$ cat src/rtl/histogram_align_accumulator_if.sv
// Beat-in / group-result-out bundle for histogram_align_accumulator.
// master = producer/consumer side, slave = the accumulator itself.
interface histogram_align_accumulator_if #(
  parameter int ACC_W   = 32,
  parameter int SHIFT_W = 3
);
  logic                 in_valid;
  logic                 in_ready;
  logic [15:0][5:0]     in_counts;
  logic [SHIFT_W-1:0]   in_shift;
  logic                 in_last;
  logic                 out_valid;
  logic                 out_ready;
  logic [ACC_W-1:0]     out_data;
  logic [7:0]           out_beats;
  logic                 out_overflow;

  modport master (
    output in_valid, in_counts, in_shift, in_last, out_ready,
    input  in_ready, out_valid, out_data, out_beats, out_overflow
  );

  modport slave (
    input  in_valid, in_counts, in_shift, in_last, out_ready,
    output in_ready, out_valid, out_data, out_beats, out_overflow
  );
endinterface

$ cat src/rtl/histogram_align_accumulator.sv
// Aligns 16 signed bin counts (bin k weighted 2^k, plus a per-beat shift) and
// accumulates beats into one signed, overflow-flagged sum per group.
module histogram_align_accumulator #(
  parameter int ACC_W   = 32,
  parameter int SHIFT_W = 3
) (
  input  logic                          clk,
  input  logic                          rst,
  histogram_align_accumulator_if.slave  bus
);

  logic [ACC_W-1:0]   align;
  logic [ACC_W-1:0]   ext;
  logic [SHIFT_W-1:0] shamt;

  logic               s1_valid;
  logic               s1_last;
  logic [ACC_W-1:0]   s1_sum;

  logic [ACC_W-1:0]   acc;
  logic [7:0]         beats;
  logic               ovf;

  logic               stall;
  logic               accept;
  logic               advance;
  logic [ACC_W-1:0]   sum;
  logic               ovf_now;
  logic [7:0]         beats_inc;

  assign shamt = bus.in_shift;

  always_comb begin
    align = '0;
    ext   = '0;
    for (int unsigned k = 0; k < 16; k++) begin
      ext   = {{(ACC_W-6){bus.in_counts[k][5]}}, bus.in_counts[k]};
      align = align + (ext << k);
    end
    align = align << shamt;
  end

  // A held result only blocks stage 2; stage 1 may still fill once behind it.
  assign stall        = bus.out_valid & ~bus.out_ready;
  assign bus.in_ready = ~s1_valid | ~stall;
  assign accept       = bus.in_valid & bus.in_ready;
  assign advance      = s1_valid & ~stall;

  assign sum       = acc + s1_sum;
  assign ovf_now   = (acc[ACC_W-1] == s1_sum[ACC_W-1]) & (sum[ACC_W-1] != acc[ACC_W-1]);
  assign beats_inc = (&beats) ? beats : beats + 8'd1;

  always_ff @(posedge clk or posedge rst) begin
    if (rst) begin
      s1_valid <= 1'b0;
      s1_last  <= 1'b0;
      s1_sum   <= '0;
    end else if (accept) begin
      s1_valid <= 1'b1;
      s1_last  <= bus.in_last;
      s1_sum   <= align;
    end else if (advance) begin
      s1_valid <= 1'b0;
    end
  end

  always_ff @(posedge clk or posedge rst) begin
    if (rst) begin
      acc              <= '0;
      beats            <= '0;
      ovf              <= 1'b0;
      bus.out_valid    <= 1'b0;
      bus.out_data     <= '0;
      bus.out_beats    <= '0;
      bus.out_overflow <= 1'b0;
    end else begin
      if (bus.out_valid && bus.out_ready)
        bus.out_valid <= 1'b0;
      // A last beat loading on the retire edge overrides the clear above.
      if (advance) begin
        if (s1_last) begin
          bus.out_valid    <= 1'b1;
          bus.out_data     <= sum;
          bus.out_beats    <= beats_inc;
          bus.out_overflow <= ovf | ovf_now;
          acc              <= '0;
          beats            <= '0;
          ovf              <= 1'b0;
        end else begin
          acc   <= sum;
          beats <= beats_inc;
          ovf   <= ovf | ovf_now;
        end
      end
    end
  end

endmodule

$ cat src/flat_wrapper.sv
// flat-port wrapper written by rule: the top's interface ports become plain ports
module histogram_align_accumulator_flat 
#(
  parameter int ACC_W   = 32,
  parameter int SHIFT_W = 3
)
  (clk, rst, bus_in_valid, bus_in_counts, bus_in_shift, bus_in_last, bus_out_ready, bus_in_ready, bus_out_valid, bus_out_data, bus_out_beats, bus_out_overflow);
  histogram_align_accumulator_if #(.ACC_W(ACC_W), .SHIFT_W(SHIFT_W)) bus_i ();
  input  logic clk;
  input  logic rst;
  input wire logic [$bits(bus_i.in_valid)-1:0] bus_in_valid;
  input wire logic [$bits(bus_i.in_counts)-1:0] bus_in_counts;
  input wire logic [$bits(bus_i.in_shift)-1:0] bus_in_shift;
  input wire logic [$bits(bus_i.in_last)-1:0] bus_in_last;
  input wire logic [$bits(bus_i.out_ready)-1:0] bus_out_ready;
  output wire logic [$bits(bus_i.in_ready)-1:0] bus_in_ready;
  output wire logic [$bits(bus_i.out_valid)-1:0] bus_out_valid;
  output wire logic [$bits(bus_i.out_data)-1:0] bus_out_data;
  output wire logic [$bits(bus_i.out_beats)-1:0] bus_out_beats;
  output wire logic [$bits(bus_i.out_overflow)-1:0] bus_out_overflow;
  assign bus_i.in_valid = bus_in_valid;
  assign bus_i.in_counts = bus_in_counts;
  assign bus_i.in_shift = bus_in_shift;
  assign bus_i.in_last = bus_in_last;
  assign bus_i.out_ready = bus_out_ready;
  assign bus_in_ready = bus_i.in_ready;
  assign bus_out_valid = bus_i.out_valid;
  assign bus_out_data = bus_i.out_data;
  assign bus_out_beats = bus_i.out_beats;
  assign bus_out_overflow = bus_i.out_overflow;
  histogram_align_accumulator #(.ACC_W(ACC_W), .SHIFT_W(SHIFT_W)) u_core (.clk(clk), .rst(rst), .bus(bus_i));
endmodule
$ cat config.mk
export PLATFORM = sky130hd
export DESIGN_NAME = histogram_align_accumulator_flat
export DESIGN_NICKNAME = d
export VERILOG_FILES = /design/src/rtl/histogram_align_accumulator_if.sv /design/src/rtl/histogram_align_accumulator.sv /design/src/flat_wrapper.sv
export SDC_FILE = /design/constraint.sdc
export NUM_CORES = 1
export LEC_CHECK = 0
export BUFFER_PORTS_ARGS = -buffer_cell sky130_fd_sc_hd__buf_2
export CELL_PAD_IN_SITES_DETAIL_PLACEMENT = 1
export CELL_PAD_IN_SITES_GLOBAL_PLACEMENT = 1
export CORE_UTILIZATION = 34
export DETAILED_ROUTE_END_ITERATION = 12
export GPL_ROUTABILITY_DRIVEN = 0
export PLACE_DENSITY_LB_ADDON = 0.1
export SYNTH_ARGS = -nofsm -noshare
export SYNTH_HDL_FRONTEND = slang
export SYNTH_SLANG_ARGS = --single-unit
$ cat constraint.sdc
create_clock -name clk -period 6.4 [get_ports clk]
set_input_delay 0.64 -clock clk [delete_from_list [all_inputs] [get_ports clk]]
set_output_delay 0.64 -clock clk [all_outputs]
set_load 0.05 [all_outputs]
# Word level (Yosys, flattened, before mapping)
# Cells that the tools add are included.
[op_classes]
n_mux = 9
shifts = 1
reduce_logical = 4
n_bitwise = 9
addsub = 17
eq_ne = 2
[ops]
columns = ["operator", "n"]
rows = [
  ["$add A32 B32 Y32", 15],
  ["$mux W32", 1],
  ["$shl A32 B3 Y32", 1],
  ["$mux W8", 2],
  ["$add A6 B7 Y8", 1],
  ["$add A8 B1 Y8 const B", 1],
  ["$reduce_and A8 Y1", 1],
  ["$mux W1", 6],
  ["$and A1 B1 Y1", 4],
  ["$not A1 Y1", 3],
  ["$or A1 B1 Y1", 2],
  ["$reduce_and A2 Y1", 1],
  ["$reduce_bool A2 Y1", 1],
  ["$eq A1 B1 Y1", 1],
  ["$logic_and A1 B1 Y1", 1],
  ["$ne A1 B1 Y1", 1],
]
[word_totals]
output_inout_bits = 43
regBits = 117
word_cells = 52
inputBits = 104

# Depth between registers and ports, before layout
[logic_depth]
word_depth = 16
depth_mapped = 29
ltp_nobuf = 29

# Worst setup path after synthesis
# Ideal clock, no wire load.
[synth_timing]
path_type = "input to register"
startpoint = "input bus_in_counts[1]"
endpoint = "register u_core.s1_sum[21]"
arrival_ns = 7.289
t_required_ns = 6.274
cell_stages = 27
setup_ns = 0.126
n_path_buf = 1
slack_ns = -1.015
path_cell_list = "ha_1 inv_1 fa_1 inv_1 a21oi_1 o21bai_1 a211oi_1 mux2i_1 inv_1 fa_1 inv_1 fa_1 inv_1 fa_1 fa_1 fa_1 inv_1 fa_1 inv_1 ha_1 clkbuf_1 a21oi_1 a21boi_1 nand3_1 and2_1 mux4_2 a221o_1"
[synth_via]
elab_chain_len = 16
[synth_rtl]
columns = ["item", "line_no", "text"]
rows = [
  ["from (decl)", "flat_wrapper.sv:12", "input wire logic [$bits(bus_i.in_counts)-1:0] bus_in_counts;"],
  ["$add A6 B7 Y8", "histogram_align_accumulator.sv:38", "align = align + (ext << k);"],
  ["$add A32 B32 Y32 (14 in series)", "histogram_align_accumulator.sv:38", ""],
  ["$shl A32 B3 Y32", "histogram_align_accumulator.sv:40", "align = align << shamt;"],
  ["to (signal assigned)", "histogram_align_accumulator.sv:61", "s1_sum <= align;"],
  ["to (decl)", "histogram_align_accumulator.sv:18", "logic [ACC_W-1:0] s1_sum;"],
]
# Every way passes these cells.
# A chain may end at the register's enable or synchronous reset.

# Final worst setup path
[layout_timing]
startpoint = "input bus_in_counts[6]"
endpoint = "register u_core.s1_sum[21]"
# Same word-level chain as after synthesis.

==> impl_results.md <==
- Grt ovf: 0
- Status: finished, violations left
- DIE WIDTH: 185.3 um
- Drt wl/cell: roughly 16 um
- GRT Resource Usage Total: about 18%
- Hpwl dp: about 24000 um
- Pin count of the biggest net entering global routing: 69
- M1 GR Usage: 22.62%
- R2R depth: 11
- Core area: between 30000 and 40000 um^2
- M2 GR Usage: between 30% and 40%
- Fill count: 3762
- Synth top area cells: dfrtp_1, fa_1, ha_1, inv_1, o21ai_0
- Layout Skew: between 0.008 and 0.009 ns
- Slew headroom: about two fifths
- CTS H-tree depth: 4
- Die height: approximately 190 um
- Pre-CTS WS: -1.076 ns
- Net Count, Synth: approximately 1500
- Global Route met3 Usage: 2.182%
- Layout cell share with drive strength beyond 1: just under 30%
- R2r setup slk: slightly below 3 ns
- Clock-pin slew on the worst setup and hold paths: roughly 0.06 ns
- Max cap viols: 0
- Avg Cell Area, Syn: 9.652 um^2
- Ports: around 150
- Clock sinks: approximately 120
- Fmax: around 150 MHz
- Crit Path Category: input pin to register
- FF+latch count, synth: about 120
- Vias: a little over 9000
- Yosys top cell area share: between 20% and 30%
- Crit end category: register
- Initial detailed-routing violation count: between 300 and 400
- Hold WC Path Type: input pin to async pin
- # DRC: 0
- Final WL: between 20000 and 30000 um
- Final setup vio count: 16
- CP required: roughly 6.7 ns
- Die ar.: ~34000 um^2
- Initial core utilization: roughly a third
- Root buf cell: clkbuf_16
- Rows: between 60 and 70
- Commonest non-fill, non-tap cell in the layout: inv_1
- TritonCTS clock tree: done
- Most used DFF post-synth: dfrtp_1
- Worst Max-Slew Pin Slew: about 0.9 ns
- Tmin final: 6.767 ns
- Final hold vios: 0
- Most frequent cells in the layout: inv_1, buf_2, dfrtp_1
- FFs w/ async S/R, synth: 100.0%
- Cell taking the most area after synthesis: dfrtp_1
- Fin crit share: 105.7%
- Most Used Layer, Global Route: met2
- Vias in the first global route: just under 10000
- Failing checks: negative setup slack
- Port bufs: between 100 and 150
- CTS max path bufs: 2
- Sequential area share after synthesis: 25.62%
- Post-synth EDFFs: 0
- DRT Pass-1 Iters: 4
- Fin Hold WS: about 0.30 ns
- RSZ-0062 raised after global routing: yes
- Total CTS buffers: 17
- Slowest stage cell, crit path: fa_1
- CP max stage delay: about 0.52 ns
- Hold Buf Count CTS: 0
- Cell Area, Synth: 11430 um^2
- Worst-path maximum fanout: 6
- Area grow syn2layout: 27.44%
- Number of cells produced by synthesis: between 1000 and 1500
- Antenna Nets Post-Route: 0
- Nets: about 1700
- Antenna violations before repair: 2
- Routed vias/inst: 4.920
- Worst Slack Setup Final: -0.3669 ns
- First-pass GRT wire length: 49020 um
- Worst setup SP type: input pin
- Synthesis warning total: 0
- Endpoint arrival time on the critical path: ~7.1 ns
- Library cells used by synthesis: a little under 80
- Skew-Pair Late Insertion Delay: ~0.42 ns
- Slew Limit Fails: 0
what timing repair did:
item | in CTS | in global routing
endpoints found under the setup margin | 21 | 21
resized for setup | 49 | 48
pin swaps | 46 | 22
gates cloned | 0 | 0
setup buffers | 12 | 5
cell families (layout without fill, tap and decap cells):
logic type	after synthesis	count (layout)	share of synthesized area, %
other cells	0	1	0
fa+ha+maj	202	202	29.80
buf+inv	207	445	6.810
flops	117	117	25.62
xor+xnor	44	44	3.492
simple gates	260	260	10.44
mux	58	58	5.989
compound gates	296	296	17.85
per-layer routing:
metal | wire length [um] | vias up
met2 | 14870 | 131
met1 | 13560 | 4506
met4 | 321 | 2
met5 | 13 | -
li1 | - | 4515
met3 | 792 | 22
Yosys cell counts (4+ instances only):
cell type,instances
and2_1,5
o22ai_1,6
a21o_1,18
nand2_1,103
mux2_2,23
a31oi_1,9
a211oi_1,13
o211ai_1,6
nand2b_1,9
inv_1,161
or3_1,4
nor2b_1,10
and3_1,7
o21a_1,10
nand4_1,7
nor3b_1,6
o31ai_1,11
xor2_1,14
dfrtp_1,117
o21ai_0,87
fa_1,117
a22o_1,19
mux4_2,6
a21oi_1,50
a221o_1,6
nor3_1,15
ha_1,85
clkbuf_1,41
o21bai_1,12
nor2_1,69
mux2i_1,29
a22oi_1,4
xnor2_1,29
nand3_1,10
nand3b_1,6
flip-flops by register name (all words and copies together), names as in the netlist:
register,count
u_core.acc,32
u_core.bus.out_data,32
u_core.s1_sum,32
u_core.beats,8
u_core.bus.out_beats,8
u_core.bus.out_overflow,1
u_core.bus.out_valid,1
u_core.ovf,1
u_core.s1_last,1
u_core.s1_valid,1
critical path, delay by kind of cell:
family                     cells  cell delay [ns]
muxes                          2             0.63
adders and majority gates      9             3.72
and+or+nand+nor                3             0.59
buffers and inverters          9             0.56
AOI/OAI and AO/OA              6             0.94
layout make-up:
type / instances / area [um^2] / share of cell area [%]
diodes: 1 / 2.502 / 0.01718
clock buffers: 17 / 425.4 / 2.921
clock inverters: 15 / 216.5 / 1.486
inverters: 162 / 618.1 / 4.244
multi-input cells: 860 / 8274 / 56.81
flip-flops and latches: 117 / 2928 / 20.10
well taps: 442 / 553.0 / 3.797
repair buffers: 251 / 1546 / 10.62
path summary, 6_finish.rpt:
check / from / to
hold / removal: rst / u_core.bus.out_data[22]
hold reg to reg: u_core.bus.out_beats[5] / u_core.bus.out_beats[5]
max in group asynchronous: rst / u_core.bus.out_data[5]
min in group clk: bus_in_last / u_core.s1_last
setup reg to reg: u_core.s1_sum[0] / u_core.acc[28]
setup / recovery: bus_in_counts[6] / u_core.s1_sum[21]
stage by stage:
stage | area, um^2 | setup TNS, ns | util [%] | cells
after floorplan | 11580 | -7.663 | - | 1184
after global placement | 13340 | -18.55 | 40.70 | 1816
after detailed placement | 13340 | -19.78 | 40.70 | 1816
after CTS | 14300 | -5.879 | 43.61 | 1860
after global routing | 14560 | -9.534 | 44.42 | 1864
final | 14560 | -3.864 | 44.42 | 1865
Power is left out: the tool's default activity adds up to more than one toggle a clock period on the data nets, which glitch-free logic cannot reach.
